File: src/rtl/digital_bridge_pkg.sv
// ---------------------------------------------------------------------------
// digital_bridge_pkg
//   Shared definitions for the digital I/O bridge: frame FSM state encoding
//   and the elaboration-time helpers that size beat counts and counters.
// ---------------------------------------------------------------------------
package digital_bridge_pkg;

    typedef enum logic [1:0] {
        ST_IDLE   = 2'd0,
        ST_TX     = 2'd1,
        ST_RX     = 2'd2,
        ST_COMMIT = 2'd3
    } bridge_state_e;

    // Number of LANE-sized beats needed to carry a vector of width a.
    function automatic int ceil_div(input int a, input int b);
        return (a + b - 1) / b;
    endfunction

    // Counter width able to index 0..n-1; never narrower than one bit so a
    // single-beat vector still gets a legal counter.
    function automatic int clog2_w(input int n);
        return (n <= 2) ? 1 : $clog2(n);
    endfunction

endpackage

File: src/rtl/digital_io_bridge_if.sv
// ---------------------------------------------------------------------------
// digital_io_bridge_if
//   Host link of the bridge: an outbound beat stream (tx_*) and an inbound
//   beat stream (rx_*), each a valid/ready handshake LANE_WIDTH bits wide.
//   master : bridge side (drives tx_data/tx_valid/rx_ready)
//   slave  : host side   (drives tx_ready/rx_data/rx_valid)
// ---------------------------------------------------------------------------
interface digital_io_bridge_if #(
    parameter int LANE_WIDTH = 8
);
    logic [LANE_WIDTH-1:0] tx_data;
    logic                  tx_valid;
    logic                  tx_ready;
    logic [LANE_WIDTH-1:0] rx_data;
    logic                  rx_valid;
    logic                  rx_ready;

    modport master (
        output tx_data, tx_valid, rx_ready,
        input  tx_ready, rx_data, rx_valid
    );

    modport slave (
        input  tx_data, tx_valid, rx_ready,
        output tx_ready, rx_data, rx_valid
    );
endinterface

File: src/rtl/bridge_lane_mux.sv
// ---------------------------------------------------------------------------
// bridge_lane_mux
//   Chunk select / insert between a VEC_W-bit vector and LANE_W-bit beats.
//   Chunk k covers vector bits [k*LANE_W +: LANE_W].
//   vec_i  : source vector
//   idx_i  : chunk index
//   lane_i : beat to insert at chunk idx_i
//   lane_o : chunk idx_i of vec_i, bits past VEC_W read as 0
//   vec_o  : vec_i with chunk idx_i replaced by lane_i, bits past VEC_W dropped
// ---------------------------------------------------------------------------
module bridge_lane_mux #(
    parameter int VEC_W  = 8,
    parameter int LANE_W = 8,
    parameter int IDX_W  = 1
) (
    input  logic [VEC_W-1:0]  vec_i,
    input  logic [IDX_W-1:0]  idx_i,
    input  logic [LANE_W-1:0] lane_i,
    output logic [LANE_W-1:0] lane_o,
    output logic [VEC_W-1:0]  vec_o
);
    // Walking the vector bit by bit (rather than slicing a padded copy)
    // handles the ragged last chunk and VEC_W < LANE_W with no special cases.
    always_comb begin
        lane_o = '0;
        vec_o  = vec_i;
        for (int i = 0; i < VEC_W; i++) begin
            if (idx_i == IDX_W'(i / LANE_W)) begin
                lane_o[i % LANE_W] = vec_i[i];
                vec_o[i]           = lane_i[i % LANE_W];
            end
        end
    end
endmodule

File: src/rtl/digital_io_bridge.sv
// ---------------------------------------------------------------------------
// digital_io_bridge
//   Framed exchange between SoC pin vectors and a host link. A frame
//   snapshots out_vec, streams it out LSB chunk first, streams in a new input
//   vector and commits it to in_vec in a single cycle.
//   clk, rst     : clock, asynchronous active-low reset
//   out_vec      : live SoC outputs (snapshotted at frame start)
//   in_vec       : committed host inputs, updated only at COMMIT
//   frame_req    : start a frame (coalesced into one pending while busy)
//   auto_en      : chain a new frame after each completed one
//   busy         : frame in progress
//   frame_done   : one-cycle pulse during COMMIT
//   timeout_err  : sticky watchdog abort flag, cleared by frame_req
//   link         : tx/rx beat handshakes (master side)
// ---------------------------------------------------------------------------
module digital_io_bridge
    import digital_bridge_pkg::*;
#(
    parameter int                  OUT_WIDTH  = 147,
    parameter int                  IN_WIDTH   = 43,
    parameter int                  LANE_WIDTH = 8,
    parameter logic [IN_WIDTH-1:0] IN_RESET   = {IN_WIDTH{1'b0}},
    parameter int                  TIMEOUT    = 1024
) (
    input  logic                 clk,
    input  logic                 rst,
    input  logic [OUT_WIDTH-1:0] out_vec,
    output logic [IN_WIDTH-1:0]  in_vec,
    input  logic                 frame_req,
    input  logic                 auto_en,
    output logic                 busy,
    output logic                 frame_done,
    output logic                 timeout_err,
    digital_io_bridge_if.master  link
);
    localparam int OUT_BEATS = ceil_div(OUT_WIDTH, LANE_WIDTH);
    localparam int IN_BEATS  = ceil_div(IN_WIDTH, LANE_WIDTH);
    localparam int TXC_W     = clog2_w(OUT_BEATS);
    localparam int RXC_W     = clog2_w(IN_BEATS);
    localparam int WD_W      = clog2_w((TIMEOUT > 0) ? TIMEOUT : 1);

    bridge_state_e        state_q, state_d;
    logic [OUT_WIDTH-1:0] shadow_q, shadow_d;
    logic [IN_WIDTH-1:0]  asm_q, asm_d;
    logic [IN_WIDTH-1:0]  in_vec_q, in_vec_d;
    logic [TXC_W-1:0]     tx_cnt_q, tx_cnt_d;
    logic [RXC_W-1:0]     rx_cnt_q, rx_cnt_d;
    logic [WD_W-1:0]      wdog_q, wdog_d;
    logic                 pending_q, pending_d;
    logic                 auto_ok_q, auto_ok_d;   // last frame completed normally
    logic                 terr_q, terr_d;
    logic                 stall;

    logic [LANE_WIDTH-1:0] tx_lane;
    logic [LANE_WIDTH-1:0] unused_rx_lane;
    logic [OUT_WIDTH-1:0]  unused_tx_vec;
    logic [IN_WIDTH-1:0]   asm_ins;

    bridge_lane_mux #(.VEC_W(OUT_WIDTH), .LANE_W(LANE_WIDTH), .IDX_W(TXC_W)) u_tx_sel (
        .vec_i  (shadow_q),
        .idx_i  (tx_cnt_q),
        .lane_i ({LANE_WIDTH{1'b0}}),
        .lane_o (tx_lane),
        .vec_o  (unused_tx_vec)
    );

    bridge_lane_mux #(.VEC_W(IN_WIDTH), .LANE_W(LANE_WIDTH), .IDX_W(RXC_W)) u_rx_ins (
        .vec_i  (asm_q),
        .idx_i  (rx_cnt_q),
        .lane_i (link.rx_data),
        .lane_o (unused_rx_lane),
        .vec_o  (asm_ins)
    );

    always_comb begin
        state_d   = state_q;
        shadow_d  = shadow_q;
        asm_d     = asm_q;
        in_vec_d  = in_vec_q;
        tx_cnt_d  = tx_cnt_q;
        rx_cnt_d  = rx_cnt_q;
        wdog_d    = '0;          // any cycle that is not a stall restarts the watchdog
        pending_d = pending_q;
        auto_ok_d = auto_ok_q;
        terr_d    = terr_q;
        stall     = 1'b0;

        if (frame_req) terr_d = 1'b0;
        if (frame_req && state_q != ST_IDLE) pending_d = 1'b1;

        case (state_q)
            ST_IDLE: begin
                if (frame_req || pending_q || (auto_en && auto_ok_q)) begin
                    state_d   = ST_TX;
                    shadow_d  = out_vec;
                    pending_d = 1'b0;
                    terr_d    = 1'b0;
                    tx_cnt_d  = '0;
                    rx_cnt_d  = '0;
                end
            end
            ST_TX: begin
                if (link.tx_ready) begin
                    if (tx_cnt_q == TXC_W'(OUT_BEATS - 1)) begin
                        tx_cnt_d = '0;
                        state_d  = ST_RX;
                    end else begin
                        tx_cnt_d = tx_cnt_q + 1'b1;
                    end
                end else begin
                    stall = 1'b1;
                end
            end
            ST_RX: begin
                if (link.rx_valid) begin
                    asm_d = asm_ins;
                    if (rx_cnt_q == RXC_W'(IN_BEATS - 1)) begin
                        rx_cnt_d = '0;
                        state_d  = ST_COMMIT;
                    end else begin
                        rx_cnt_d = rx_cnt_q + 1'b1;
                    end
                end else begin
                    stall = 1'b1;
                end
            end
            ST_COMMIT: begin
                in_vec_d  = asm_q;
                auto_ok_d = 1'b1;
                state_d   = ST_IDLE;
            end
            default: state_d = ST_IDLE;
        endcase

        // Abort fires on the TIMEOUT-th consecutive stalled cycle. It drops
        // any queued request and blocks auto restart until a fresh frame_req.
        if (stall && TIMEOUT != 0) begin
            if (wdog_q == WD_W'(TIMEOUT - 1)) begin
                state_d   = ST_IDLE;
                terr_d    = 1'b1;
                pending_d = 1'b0;
                auto_ok_d = 1'b0;
                tx_cnt_d  = '0;
                rx_cnt_d  = '0;
            end else begin
                wdog_d = wdog_q + 1'b1;
            end
        end
    end

    always_ff @(posedge clk or negedge rst) begin
        if (!rst) begin
            state_q   <= ST_IDLE;
            shadow_q  <= '0;
            asm_q     <= '0;
            in_vec_q  <= IN_RESET;
            tx_cnt_q  <= '0;
            rx_cnt_q  <= '0;
            wdog_q    <= '0;
            pending_q <= 1'b0;
            auto_ok_q <= 1'b0;
            terr_q    <= 1'b0;
        end else begin
            state_q   <= state_d;
            shadow_q  <= shadow_d;
            asm_q     <= asm_d;
            in_vec_q  <= in_vec_d;
            tx_cnt_q  <= tx_cnt_d;
            rx_cnt_q  <= rx_cnt_d;
            wdog_q    <= wdog_d;
            pending_q <= pending_d;
            auto_ok_q <= auto_ok_d;
            terr_q    <= terr_d;
        end
    end

    // All outputs decode registered state only, so they cannot glitch.
    assign busy          = (state_q != ST_IDLE);
    assign frame_done    = (state_q == ST_COMMIT);
    assign timeout_err   = terr_q;
    assign in_vec        = in_vec_q;
    assign link.tx_valid = (state_q == ST_TX);
    assign link.tx_data  = (state_q == ST_TX) ? tx_lane : '0;
    assign link.rx_ready = (state_q == ST_RX);

endmodule

File: src/flat_wrapper.sv
// flat-port wrapper written by rule: the top's interface ports become plain ports
module digital_io_bridge_flat import digital_bridge_pkg::*;
#(
    parameter int                  OUT_WIDTH  = 147,
    parameter int                  IN_WIDTH   = 43,
    parameter int                  LANE_WIDTH = 8,
    parameter logic [IN_WIDTH-1:0] IN_RESET   = {IN_WIDTH{1'b0}},
    parameter int                  TIMEOUT    = 1024
)
  (clk, rst, out_vec, in_vec, frame_req, auto_en, busy, frame_done, timeout_err, link_tx_data, link_tx_valid, link_rx_ready, link_tx_ready, link_rx_data, link_rx_valid);
  digital_io_bridge_if #(.LANE_WIDTH(LANE_WIDTH)) link_i ();
  input  logic clk;
  input  logic rst;
  input  logic [OUT_WIDTH-1:0] out_vec;
  output logic [IN_WIDTH-1:0] in_vec;
  input  logic frame_req;
  input  logic auto_en;
  output logic busy;
  output logic frame_done;
  output logic timeout_err;
  output wire logic [$bits(link_i.tx_data)-1:0] link_tx_data;
  output wire logic [$bits(link_i.tx_valid)-1:0] link_tx_valid;
  output wire logic [$bits(link_i.rx_ready)-1:0] link_rx_ready;
  input wire logic [$bits(link_i.tx_ready)-1:0] link_tx_ready;
  input wire logic [$bits(link_i.rx_data)-1:0] link_rx_data;
  input wire logic [$bits(link_i.rx_valid)-1:0] link_rx_valid;
  assign link_tx_data = link_i.tx_data;
  assign link_tx_valid = link_i.tx_valid;
  assign link_rx_ready = link_i.rx_ready;
  assign link_i.tx_ready = link_tx_ready;
  assign link_i.rx_data = link_rx_data;
  assign link_i.rx_valid = link_rx_valid;
  digital_io_bridge #(.OUT_WIDTH(OUT_WIDTH), .IN_WIDTH(IN_WIDTH), .LANE_WIDTH(LANE_WIDTH), .IN_RESET(IN_RESET), .TIMEOUT(TIMEOUT)) u_core (.clk(clk), .rst(rst), .out_vec(out_vec), .in_vec(in_vec), .frame_req(frame_req), .auto_en(auto_en), .busy(busy), .frame_done(frame_done), .timeout_err(timeout_err), .link(link_i));
endmodule
File: config.mk
export PLATFORM = sky130hd
export DESIGN_NAME = digital_io_bridge_flat
export DESIGN_NICKNAME = d
export VERILOG_FILES = /design/src/rtl/digital_bridge_pkg.sv /design/src/rtl/digital_io_bridge_if.sv /design/src/rtl/bridge_lane_mux.sv /design/src/rtl/digital_io_bridge.sv /design/src/flat_wrapper.sv
export SDC_FILE = /design/constraint.sdc
export NUM_CORES = 1
export LEC_CHECK = 0
export CAP_MARGIN = 5
export CELL_PAD_IN_SITES_DETAIL_PLACEMENT = 0
export CELL_PAD_IN_SITES_GLOBAL_PLACEMENT = 1
export CORE_MARGIN = 2
export CORE_UTILIZATION = 25
export CTS_CLUSTER_DIAMETER = 80
export DETAILED_ROUTE_END_ITERATION = 10
export PLACE_DENSITY = 0.55
export SLEW_MARGIN = 20
export SYNTH_ARGS = -nofsm -noshare
export SYNTH_HDL_FRONTEND = slang
export SYNTH_HIERARCHICAL = 1
export SYNTH_SLANG_ARGS = --single-unit
File: constraint.sdc
create_clock -name clk -period 2.5 [get_ports clk]
set_clock_uncertainty 0.2 [all_clocks]
set_input_delay 0.375 -clock clk [delete_from_list [all_inputs] [get_ports clk]]
set_output_delay 0.375 -clock clk [all_outputs]
set_load 0.005 [all_outputs]
==> impl_metrics.py <==
metrics = {
    "status": {
        "status": "complete, but fails checks",
        "violations": "negative setup slack",
    },
    "global_route": {
        "use_met1_pct": 21.53,
        "grt_max_degree": 67,
        "antenna_found_initial": 5,
        "grt_util_all_layers_pct": 16.08,
        "met2_usage_pct": 26.08,
        "grt-ovfl-total": 0,
        "top_usage_layer": "met2",
        "met3_usage_pct": 3.631,
        "grt_pass1_vias": 10160,
        "grt_pass1_wl_um": 64850,
    },
    "timing": {
        "worst_pin_slew_ns": 0.5651,
        "layout_setup_ws_ns": -0.8158,
        "slew_viol_final": 0,
        "tns_ns": -5.658,
        "post-route-min-period_ns": 3.316,
        "final_hold_viol_count": 0,
        "setup_viol_count_final": 8,
        "rsz0062_at_grt": "true",
        "fmax_mhz": 301.6,
        "slew_headroom_pct": 62.33,
        "post-route-period-util_pct": 132.6,
    },
    "cells_and_area": {
        "area_delta_synth_final_pct": 46.83,
        "nNetsFinal": 1535,
        "fillers": 4883,
        "fin_area_um2": 18830,
        "drive_gt1_share_pct": 45.94,
        "post-route-util_pct": 37.37,
    },
    "synth": {
        "synth.cell_area_um2": 12820,
        "ys_warn_count": 6,
        "synth_nets": 1173,
        "syn_inst": 1005,
        "syn_avg_cell_area_um2": 12.76,
    },
    "clock_tree": {
        "cts.reportedPaths.clkPinSlew_ns": 0.06,
        "root_buffer": "clkbuf_16",
        "clk_latency_ns": 0.54,
        "cts_buffer_depth": 3,
        "cts_buffers": 35,
        "cts_tree": "yes",
        "clock-sinks": 256,
        "cts_htree_levels": 2,
    },
    "floorplan": {
        "die_w_um": 230.5,
        "die_h_um": 230.5,
        "die_area_um2": 53110,
        "ios": 217,
        "start_util_pct": 25.45,
        "num_rows": 82,
        "coreArea_um2": 50380,
    },
    "placement": {
        "portBuffers": 216,
        "post_dp_cell_area_um2": 16710,
        "preCtsSetupSlack_ns": -0.8409,
        "hpwl_um": 31230,
        "place_congestion": 0.9103,
    },
    "routing": {
        "first_iter_violations": 478,
        "drt-total-wl_um": 42600,
        "wl_per_cell_um": 20.62,
        "dr.pass1.iters": 4,
        "vias_per_cell": 4.558,
        "ant_nets": 0,
        "vias": 9417,
        "route.detailed.drc": 0,
    },
    "pwr": {
        "p_per_area_nw_per_um2": 1012,
        "p_leak_nw": 8.298,
        "irDropWorstVdd_uv": 422.1,
    },
    "critical_path": {
        "cp_max_fo": 4,
        "critPathRequiredTime_ns": 1.92,
        "path_class": "register to output port",
        "crit_arrival_ns": 2.74,
        "endpoint_kind": "output port",
        "crit_path_start_kind": "register",
    },
    "worst_hold_path": {
        "hold_path_class": "primary input to async pin",
    },
    "job": {
        "maxCapViolCount": 0,
    },
}
-- through the flow --
stage	cells	hold slack (ns)	power, mW
final	2066	0.1815	19.05
after global routing	2065	0.2121	20.01
after CTS	2063	0.1854	19.21
after detailed placement	1964	0.1794	13.32
after global placement	1964	0.1813	13.32
after floorplan	1005	-0.1206	10.22
-- routing by layer --
metal | vias up | wire (um)
met5 | - | 53
met4 | 8 | 945
met3 | 63 | 2200
met2 | 223 | 19910
met1 | 4744 | 19490
li1 | 4379 | -
-- worst max-delay path, stage by stage (launching register included) --
cell and delay, ns:
dfrtp_2 0.45, buf_6 0.14, or3b_4 0.42, nor2_4 0.12, o21a_1 0.17, buf_6 0.12
nor3_4 0.05, a221oi_2 0.27, buf_4 0.16, o21ai_1 0.05, and2_1 0.14, buf_2 0.13
-- repair_timing --
item | 4_1_cts | 5_1_grt
buffers inserted | 40 | 3
cloned | 1 | 0
gates resized for setup | 172 | 20
setup endpoints to repair | 10 | 9
hold buffers | 1 | 0
pin swaps | 61 | 24
endpoints found under the hold margin | 59 | 0
-- cells in the final DEF, fill, tap and decap left out, types with 6 or more instances in the layout --
cell type          n
dfrtp_1          251
clkdlybuf4s50_1  204
mux2_2           183
buf_4            138
mux2_4            96
nor2_1            41
clkbuf_16         36
nand2_1           35
buf_6             27
a21oi_1           23
o21ai_0           22
buf_12            20
inv_1             13
nand3_1           13
nor2b_1           11
nand2b_1          11
nor2_4            10
a22oi_1           10
nor3_1             9
and2_1             9
o22ai_1            9
clkbuf_8           7
nor2_2             7
inv_6              6
o21ai_1            6
-- flip-flops by register name, summed over array words and instances (netlist names), 2 cells and up --
register and cells:
u_core/shadow_q 147, u_core/in_vec 43, u_core/state_q 2, u_core/rx_cnt_q 3, u_core/tx_cnt_q 5, u_core/asm_q 43
u_core/wdog_q 10
-- path summary, 6_finish.rpt --
kind                       slack, ns  cells past startpoint                    to          startpoint
setup / recovery               -0.82                     11       link_tx_data[4]  u_core/tx_cnt_q[2]
hold / removal                  0.18                      2     u_core/in_vec[26]                 rst
setup reg to reg                0.26                      7   u_core/shadow_q[93]   u_core/state_q[1]
hold reg to reg                 0.29                      1      u_core/wdog_q[0]    u_core/wdog_q[0]
max in group asynchronous       1.16                      3   u_core/shadow_q[43]                 rst
min in group clk                0.25                      2  u_core/shadow_q[108]        out_vec[108]
-- layout make-up --
class                           instances  area (um2)  area share [%]
Antenna cell                            1       2.502         0.01329
Tap cell                              672       840.8           4.466
Sequential cell                       256        6412           34.06
Timing Repair Buffer                  402        3910           20.77
Clock buffer                           48        1016           5.397
Multi-Input combinational cell        658        6430           34.16
Inverter                               14       52.55          0.2791
Clock inverter                         15       161.4          0.8574
-- where the power goes --
part	switching (mW)	internal [mW]
logic	3.05	4.37
registers	1.14	5.43
clock network	1.98	3.08
total	6.17	12.9
(Power assumes the default switching activity.)
